$ cat src/rtl/alu_pkg.sv
// Shared ALU definitions: divider state encoding, default width and the
// operand patterns that select the divide-by-zero and signed-overflow paths.
package alu_pkg;

  localparam int W_DEFAULT = 8;

  typedef enum logic [1:0] {
    IDLE = 2'd0,
    CALC = 2'd1,
    FIX  = 2'd2,
    DONE = 2'd3
  } div_state_e;

  localparam logic [W_DEFAULT-1:0] ALL_ONES = {W_DEFAULT{1'b1}};
  localparam logic [W_DEFAULT-1:0] MOST_NEG = {1'b1, {(W_DEFAULT-1){1'b0}}};

endpackage

$ cat src/rtl/div8_seq_if.sv
// Operand/result handshake bundle between the operand-select stage,
// the sequential divider and the writeback mux.
interface div8_seq_if
  import alu_pkg::*;
#(
  parameter int W = W_DEFAULT
);
  logic         in_valid;
  logic         in_ready;
  logic [W-1:0] dividend;
  logic [W-1:0] divisor;
  logic         is_signed;
  logic         out_valid;
  logic         out_ready;
  logic [W-1:0] quotient;
  logic [W-1:0] remainder;
  logic         dz;
  logic         ovf;

  modport master (
    output in_valid, dividend, divisor, is_signed, out_ready,
    input  in_ready, out_valid, quotient, remainder, dz, ovf
  );

  modport slave (
    input  in_valid, dividend, divisor, is_signed, out_ready,
    output in_ready, out_valid, quotient, remainder, dz, ovf
  );
endinterface

$ cat src/rtl/div8_sub_step.sv
// One restoring-division step: shift the next dividend bit into the partial
// remainder and subtract the divisor magnitude if it fits.
module div8_sub_step
  import alu_pkg::*;
#(
  parameter int W = W_DEFAULT
) (
  input  logic [W-1:0] rem,
  input  logic         shift_in,
  input  logic [W-1:0] dmag,
  output logic [W-1:0] rem_next,
  output logic         q_bit,
  output logic         borrow
);

  // One guard bit above the W+1-bit trial turns the sign of the difference
  // into a plain bit; since rem < dmag, the trial never legitimately sets bit W.
  logic [W+1:0] trial;

  always_comb begin
    trial    = {1'b0, rem, shift_in} - {2'b00, dmag};
    borrow   = trial[W+1] | trial[W];
    q_bit    = ~borrow;
    rem_next = borrow ? {rem[W-2:0], shift_in} : trial[W-1:0];
  end

endmodule

$ cat src/rtl/div8_seq.sv
// Sequential W-bit divider with RISC-V DIV/DIVU/REM/REMU semantics:
// one restoring step per clock, then a single sign-fixup cycle.
module div8_seq
  import alu_pkg::*;
#(
  parameter int W = W_DEFAULT
) (
  input  logic       clk,
  input  logic       rst,
  div8_seq_if.slave  bus
);

  localparam int CW = $clog2(W) + 1;

  div_state_e    state_reg;
  logic [CW-1:0] count_reg;
  logic [W-1:0]  rem_reg;
  logic [W-1:0]  quo_reg;
  logic [W-1:0]  dmag_reg;
  logic          neg_q_reg;
  logic          neg_r_reg;
  logic          in_ready_reg;
  logic          out_valid_reg;
  logic [W-1:0]  quotient_reg;
  logic [W-1:0]  remainder_reg;
  logic          dz_reg;
  logic          ovf_reg;

  logic          dividend_neg;
  logic          divisor_neg;
  logic [W-1:0]  dividend_mag;
  logic [W-1:0]  divisor_mag;
  logic [W-1:0]  rem_next;
  logic          q_bit;
  logic          borrow;

  always_comb begin
    dividend_neg = bus.is_signed & bus.dividend[W-1];
    divisor_neg  = bus.is_signed & bus.divisor[W-1];
    dividend_mag = dividend_neg ? -bus.dividend : bus.dividend;
    divisor_mag  = divisor_neg  ? -bus.divisor  : bus.divisor;
  end

  // The next dividend bit to enter the remainder is the MSB of the
  // quotient shift register; the freed LSB collects the quotient bit.
  div8_sub_step #(.W(W)) u_step (
    .rem      (rem_reg),
    .shift_in (quo_reg[W-1]),
    .dmag     (dmag_reg),
    .rem_next (rem_next),
    .q_bit    (q_bit),
    .borrow   (borrow)
  );

  always_ff @(posedge clk) begin
    if (rst) begin
      state_reg     <= IDLE;
      count_reg     <= '0;
      rem_reg       <= '0;
      quo_reg       <= '0;
      dmag_reg      <= '0;
      neg_q_reg     <= 1'b0;
      neg_r_reg     <= 1'b0;
      in_ready_reg  <= 1'b1;
      out_valid_reg <= 1'b0;
      quotient_reg  <= '0;
      remainder_reg <= '0;
      dz_reg        <= 1'b0;
      ovf_reg       <= 1'b0;
    end else begin
      case (state_reg)
        IDLE: begin
          if (bus.in_valid) begin
            dz_reg       <= 1'b0;
            ovf_reg      <= 1'b0;
            in_ready_reg <= 1'b0;
            if (bus.divisor == '0) begin
              quotient_reg  <= ALL_ONES;
              remainder_reg <= bus.dividend;
              dz_reg        <= 1'b1;
              out_valid_reg <= 1'b1;
              state_reg     <= DONE;
            end else if (bus.is_signed && bus.dividend == MOST_NEG &&
                         bus.divisor == ALL_ONES) begin
              quotient_reg  <= bus.dividend;
              remainder_reg <= '0;
              ovf_reg       <= 1'b1;
              out_valid_reg <= 1'b1;
              state_reg     <= DONE;
            end else begin
              quo_reg   <= dividend_mag;
              dmag_reg  <= divisor_mag;
              rem_reg   <= '0;
              count_reg <= '0;
              neg_q_reg <= dividend_neg ^ divisor_neg;
              neg_r_reg <= dividend_neg;
              state_reg <= CALC;
            end
          end
        end

        CALC: begin
          rem_reg   <= rem_next;
          quo_reg   <= {quo_reg[W-2:0], q_bit};
          count_reg <= count_reg + 1'b1;
          if (count_reg == CW'(W - 1)) begin
            state_reg <= FIX;
          end
        end

        FIX: begin
          // Remainder takes the dividend's sign, quotient truncates toward zero.
          quotient_reg  <= neg_q_reg ? -quo_reg : quo_reg;
          remainder_reg <= neg_r_reg ? -rem_reg : rem_reg;
          out_valid_reg <= 1'b1;
          state_reg     <= DONE;
        end

        DONE: begin
          if (bus.out_ready) begin
            out_valid_reg <= 1'b0;
            in_ready_reg  <= 1'b1;
            state_reg     <= IDLE;
          end
        end

        default: begin
          state_reg     <= IDLE;
          in_ready_reg  <= 1'b1;
          out_valid_reg <= 1'b0;
        end
      endcase
    end
  end

  assign bus.in_ready  = in_ready_reg;
  assign bus.out_valid = out_valid_reg;
  assign bus.quotient  = quotient_reg;
  assign bus.remainder = remainder_reg;
  assign bus.dz        = dz_reg;
  assign bus.ovf       = ovf_reg;

  // Accept and deliver are mutually exclusive, and both flags never rise together.
  a_no_overlap: assert property (@(posedge clk) disable iff (rst)
    !(in_ready_reg && out_valid_reg));
  a_ready_idle: assert property (@(posedge clk) disable iff (rst)
    in_ready_reg == (state_reg == IDLE));
  a_valid_done: assert property (@(posedge clk) disable iff (rst)
    out_valid_reg == (state_reg == DONE));
  a_one_flag: assert property (@(posedge clk) disable iff (rst)
    !(dz_reg && ovf_reg));

endmodule

$ cat src/flat_wrapper.sv
// flat-port wrapper written by rule: the top's interface ports become plain ports
module div8_seq_flat import alu_pkg::*;
#(
  parameter int W = W_DEFAULT
)
  (clk, rst, bus_in_valid, bus_dividend, bus_divisor, bus_is_signed, bus_out_ready, bus_in_ready, bus_out_valid, bus_quotient, bus_remainder, bus_dz, bus_ovf);
  div8_seq_if #(.W(W)) bus_i ();
  input  logic clk;
  input  logic rst;
  input wire logic [$bits(bus_i.in_valid)-1:0] bus_in_valid;
  input wire logic [$bits(bus_i.dividend)-1:0] bus_dividend;
  input wire logic [$bits(bus_i.divisor)-1:0] bus_divisor;
  input wire logic [$bits(bus_i.is_signed)-1:0] bus_is_signed;
  input wire logic [$bits(bus_i.out_ready)-1:0] bus_out_ready;
  output wire logic [$bits(bus_i.in_ready)-1:0] bus_in_ready;
  output wire logic [$bits(bus_i.out_valid)-1:0] bus_out_valid;
  output wire logic [$bits(bus_i.quotient)-1:0] bus_quotient;
  output wire logic [$bits(bus_i.remainder)-1:0] bus_remainder;
  output wire logic [$bits(bus_i.dz)-1:0] bus_dz;
  output wire logic [$bits(bus_i.ovf)-1:0] bus_ovf;
  assign bus_i.in_valid = bus_in_valid;
  assign bus_i.dividend = bus_dividend;
  assign bus_i.divisor = bus_divisor;
  assign bus_i.is_signed = bus_is_signed;
  assign bus_i.out_ready = bus_out_ready;
  assign bus_in_ready = bus_i.in_ready;
  assign bus_out_valid = bus_i.out_valid;
  assign bus_quotient = bus_i.quotient;
  assign bus_remainder = bus_i.remainder;
  assign bus_dz = bus_i.dz;
  assign bus_ovf = bus_i.ovf;
  div8_seq #(.W(W)) u_core (.clk(clk), .rst(rst), .bus(bus_i));
endmodule
$ cat config.mk
export PLATFORM = sky130hd
export DESIGN_NAME = div8_seq_flat
export DESIGN_NICKNAME = d
export VERILOG_FILES = /design/src/rtl/alu_pkg.sv /design/src/rtl/div8_seq_if.sv /design/src/rtl/div8_sub_step.sv /design/src/rtl/div8_seq.sv /design/src/flat_wrapper.sv
export SDC_FILE = /design/constraint.sdc
export NUM_CORES = 1
export LEC_CHECK = 0
export ABC_AREA = 1
export CORE_MARGIN = 8
export CORE_UTILIZATION = 55
export CTS_CLUSTER_SIZE = 24
export DETAILED_ROUTE_END_ITERATION = 8
export GPL_TIMING_DRIVEN = 0
export PLACE_DENSITY = 0.82
export SKIP_CTS_REPAIR_TIMING = 1
export SYNTH_ARGS = -nofsm -noshare
export SYNTH_HDL_FRONTEND = slang
export SYNTH_SLANG_ARGS = --single-unit
$ cat constraint.sdc
create_clock -name clk -period 2.8 [get_ports clk]
set_input_delay 0.84 -clock clk [delete_from_list [all_inputs] [get_ports clk]]
set_output_delay 0.84 -clock clk [all_outputs]
set_load 0.02 [all_outputs]
## Word-level counts from Yosys, hierarchy flattened

Cells that the tools add are included.

| word-level totals | value |
|---|---|
| flip-flop bits (word level) | 52 |
| bits of input ports | 21 |
| output and inout bits | 20 |
| logic and storage cells | 95 |

| operators by class | value |
|---|---|
| add/sub/neg operators | 6 |
| equality and inequality tests | 12 |
| mux-type cells | 42 |
| bitwise gates (word level) | 7 |
| reduce and logical (&&, ||, !) cells | 15 |

Operator list:

| operator | number |
|---|---|
| 2-to-1 mux 8 bit | 17 |
| case mux 8 bit (2 select lines) | 4 |
| negator 8 bit | 4 |
| equality test 8 bit (second input constant) | 2 |
| 2-to-1 mux 4 bit | 3 |
| AND reduction 4 bit | 3 |
| 2-to-1 mux 2 bit | 5 |
| subtractor 9 x 8 -> 10 bit | 1 |
| 2-to-1 mux 1 bit | 9 |
| AND reduction 3 bit | 3 |
| zero test 8 bit | 1 |
| inequality test 2 bit (second input constant) | 4 |
| case mux 2 bit (4 select lines) | 1 |
| case mux 4 bit (2 select lines) | 1 |
| nonzero test 2 bit | 3 |
| adder 4 x 1 -> 4 bit (second input constant) | 1 |
| equality test 2 bit (second input constant) | 2 |
| equality test 4 x 3 -> 1 bit (second input constant) | 1 |
| inequality test 3 x 1 -> 1 bit (second input constant) | 1 |
| NOT 1 bit | 3 |
| case mux 1 bit (3 select lines) | 1 |
| nonzero test 3 bit | 1 |
| AND 1 bit | 2 |
| equality test 2 x 1 -> 1 bit (second input constant) | 1 |
| other kinds (7) | 8 |

## Logic depth before layout (Yosys ltp)

| depth | value |
|---|---|
| word-level depth | 7 |
| mapped depth | 14 |
| depth with buffers taken out | 14 |

## Modules after synthesis

A second synthesis with hierarchy kept.

| unflattened totals | value |
|---|---|
| cells, all modules | 642 |
| area total of the unflattened synthesis | 4111.4 um2 |

By module, submodules not included:

| module | times used | cells each | area an instance (um2) | sequential area each (um2) |
|---|---|---|---|---|
| div8_seq | 1 | 519 | 3454.6 | 1041.0 |
| div8_sub_step | 1 | 123 | 656.9 | 0.0 |

## Worst setup path after synthesis

No wires, ideal clock.

| path | value |
|---|---|
| path type | input-to-reg |
| start | input port bus_dividend[0] |
| end | register u_core.quo_reg[0] |
| library setup time | 114 ps |
| data arrival time | 2027 ps |
| data required time | 2686 ps |
| slack | 660 ps |
| stages on the path | 11 |
| buffers on the path | 1 |
| path through | inv_1 -> ha_1 -> nand3_1 -> nor2_1 -> nand3_2 -> nand2_8 -> nand2_4 -> buf_6 -> o21ai_2 -> o21bai_1 -> inv_1 |

| between the ends | value |
|---|---|
| cells in the longest elaborated chain, start to end | 6 |
| elaborated cells on any way between the ends | 11 |
| those cells by class | 1 x add/sub; 2 x eq/ne; 5 x mux; 3 x reduce/logical |

RTL lines:

| element | line | source |
|---|---|---|
| start: declaration | flat_wrapper.sv:11 | `input wire logic [$bits(bus_i.dividend)-1:0] bus_dividend;` |
| negator 8 bit | div8_seq.sv:40 | `dividend_mag = dividend_neg ? -bus.dividend : bus.dividend;` |
| 2-to-1 mux 8 bit | div8_seq.sv:40 |  |
| 2-to-1 mux 8 bit | div8_seq.sv:83 | `end else if (bus.is_signed && bus.dividend == MOST_NEG &&` |
| 2-to-1 mux 8 bit | div8_seq.sv:77 | `if (bus.divisor == '0) begin` |
| 2-to-1 mux 8 bit | div8_seq.sv:73 | `if (bus.in_valid) begin` |
| case mux 8 bit (2 select lines) | div8_seq.sv:71 | `case (state_reg)` |
| end signal: assignment | div8_seq.sv:91 | `quo_reg <= dividend_mag;` |
| end signal: assignment | div8_seq.sv:104 | `quo_reg <= {quo_reg[W-2:0], q_bit};` |
| end: declaration | div8_seq.sv:18 | `logic [W-1:0] quo_reg;` |

Several ways; a longest one is shown, not always the timed one. The select of a mux whose other input is x is not followed.
A chain may end at the register's enable or synchronous reset.

## Final worst setup path

| path | value |
|---|---|
| start | input port bus_dividend[1] |
| end | register u_core.remainder_reg[7] (netlist: u_core.bus.remainder[7]) |

| between the ends | value |
|---|---|
| cells in the longest elaborated chain, start to end | 5 |

RTL lines:

| element | line | source |
|---|---|---|
| equality test 8 bit | div8_seq.sv:83 |  |
| logical AND 1 bit (2 in a row) | div8_seq.sv:83 |  |
| inequality test 3 x 1 -> 1 bit (no line) | n/a |  |
| AND reduction 3 bit (no line) | n/a |  |
| end signal: assignment | div8_seq.sv:79 | `remainder_reg <= bus.dividend;` |
| end signal: assignment | div8_seq.sv:114 | `remainder_reg <= neg_r_reg ? -rem_reg : rem_reg;` |
| end: declaration | div8_seq.sv:25 | `logic [W-1:0] remainder_reg;` |

No other way between the ends.

==> flow_metrics.tcl <==
set metrics [dict create \
    start_kind "primary input" \
    cts_tree "done" \
    fmax_ghz 0.382 \
    ys.flop_type "dfxtp_1" \
    min_period_over_period 0.936 \
    cts-root-buf "clkbuf_8" \
    synth_seq_cells 52 \
    antenna_found_initial 0 \
    clk_pin_slew_ps 100 \
    yosys-top-cells-area "dfxtp_1, nand2_1, a21oi_1" \
    drc 0 \
    pwr_density_cell_nw_per_um2 872 \
    ios 41 \
    first_pass_iters 5 \
    seq_area_um2 1040 \
    worst_slew_pin_slew_ps 678 \
    routabilityCongestion 0.993 \
    grt_pass1_vias 3683 \
    max_slew_margin 0.548 \
    worst-setup-path-type "primary input to flop" \
    worstPathRequired_ps 3010 \
    multi_input_area_um2 2170 \
    final_util 0.658 \
    hold_class "flop to flop" \
    slew_viol_final 0 \
    start_util 0.566 \
    fill_cells 606 \
    grt_pass1_wl_um 16400 \
    leakagePower_nw 1.75 \
    ys_async_sr_fraction 0 \
    met2_usage 0.355 \
    setup_viol 0 \
    synth.avg_cell_area_um2 6.68 \
    busiest_layer "met2" \
    cp-end-kind "flop" \
    clkLatencyLatePin_ps 310 \
    syn_nets 575 \
    status "finished, final reports clean" \
    rsz0062_at_grt "false" \
    final_common_cell "nand2_1" \
    io_buffers 39 \
    wl_um 9580 \
    synth_cell_types 43 \
    worstPathMaxFanout 10 \
    antenna_left 0 \
    gr-usage-all-layers 0.204 \
    grt_max_degree 16 \
    die-width_um 96.6 \
    maxCapViolCount 0 \
    vias 3689 \
    peakVddDrop_v 0.000668 \
    grt_util_met1 0.233 \
    netlist_area_um2 3580 \
    met3_usage 0.0448 \
    clockBufferDepth 2 \
    grt-ovfl-total 0 \
    drive_above_1_share 0.0962 \
    hold_violations 0 \
    post_drt_wl_per_cell_um 14.5 \
    syn_to_final_growth_pct 16.2 \
    period_needed_ps 2620 \
    insertedDiodeCount 0 \
    pre_cts_slack_ps -148 \
    cts_max_level 2 \
    core.rowCount 29 \
    setup_ws_ps 181 \
    synth.top_cell.area_share 0.291 \
    cts_made_buffers 5 \
    hpwl_um 7580 \
    die-area_um2 9340 \
    fin_skew_ps 9.11 \
    syn_inst 535 \
    coreArea_um2 6310 \
    yosysWarningCount 0 \
    via_per_inst 5.60 \
    layout_common_cells "nand2_1, inv_1, dfxtp_1, a21oi_1, nor2_1" \
    synth_edf_count 0 \
    seq_area_frac_synth 0.291 \
    chipHeight_um 96.6 \
    clock-sinks 52 \
    finalNetCount 621 \
    drt_iter0_markers 201 \
    crit_arrival_ps 2830 \
    yosysTopAreaCell "dfxtp_1" \
]
-- path summary, 6_finish.rpt --
path                                       start                                   end  slack (ps)  depth (start not counted)
min reg2reg  u_core.bus.quotient[2]$_SDFFE_PP0P_   u_core.bus.quotient[2]$_SDFFE_PP0P_         470                          2
max                              bus_dividend[1]  u_core.bus.remainder[7]$_SDFFE_PP0P_         180                         13
min          u_core.bus.quotient[2]$_SDFFE_PP0P_   u_core.bus.quotient[2]$_SDFFE_PP0P_         470                          2
max reg2reg       u_core.quo_reg[7]$_SDFFE_PP0P_        u_core.rem_reg[5]$_SDFFE_PP0P_         430                         13
-- layer usage --
| layer | routed length [µm] | up-vias |
|---|---|---|
| li1 | - | 1850 |
| met1 | 4150 | 1706 |
| met2 | 4670 | 107 |
| met3 | 516 | 26 |
| met4 | 242 | 0 |
| met5 | 0 | - |
-- report_power, final --
part / total (mW) / internal, mW / switching, mW
Combinational: 2.05 / 0.789 / 1.26
Clock: 0.463 / 0.202 / 0.261
Sequential: 1.12 / 0.956 / 0.159
-- per-stage QoR --
stage                     power, mW  TNS (ps)  hold slack (ps)  cells  instance area, µm²
after CTS                      3.62         0              474    659                4160
after global routing           3.90         0              498    659                4160
after global placement         3.09     -2180              451    651                4060
after detailed placement       3.15     -3260              457    651                4060
final                          3.63         0              470    659                4160
after floorplan                2.55         0              435    535                3580
-- worst max-delay path, cell delays in order --
cell	delay (ps)
clkdlybuf4s50_1	480
inv_1	130
ha_1	180
nand3_1	120
nor2_1	210
nand3_2	210
nand3_2	140
nand2_2	90
inv_2	80
buf_6	130
nand2_1	50
a21oi_1	130
nor2_1	50
-- cell usage after synthesis (2+ instances only) --
| library cell | count |
|---|---|
| ha_1 | 18 |
| nand2_1 | 122 |
| xnor2_1 | 2 |
| xor2_1 | 11 |
| nor3_1 | 9 |
| o21ai_1 | 7 |
| inv_2 | 8 |
| buf_6 | 3 |
| nand3b_1 | 4 |
| inv_1 | 59 |
| a21oi_2 | 9 |
| o211ai_1 | 6 |
| buf_2 | 3 |
| o21ai_0 | 42 |
| nand3_1 | 32 |
| a31oi_1 | 2 |
| nand3_2 | 5 |
| clkbuf_1 | 9 |
| nand4_1 | 8 |
| nor2_1 | 46 |
| dfxtp_1 | 52 |
| nand2_2 | 10 |
| a21oi_1 | 46 |
| nor2_4 | 2 |
| o22ai_1 | 2 |
-- final cells by class --
cell class / count / share of cell area
clock inverters: 1 / 0.00181
inverters: 68 / 0.0626
well taps: 77 / 0.0232
flip-flops and latches: 52 / 0.250
repair buffers: 39 / 0.0939
multi-input cells: 399 / 0.523
clock buffers: 7 / 0.0208
plain buffers: 16 / 0.0247
-- logic make-up (layout without fill, tap and decap cells) --
family	count (synthesis)	count (layout)	synth area share
and+or+nand+nor	245	245	0.312
AOI/OAI and AO/OA	122	122	0.195
buffers and inverters	84	131	0.101
DFF	52	52	0.291
adders and majority gates	19	19	0.0686
xor gates and xnor gates	13	13	0.0318
No activity file was read; power rests on OpenSTA's default activity.
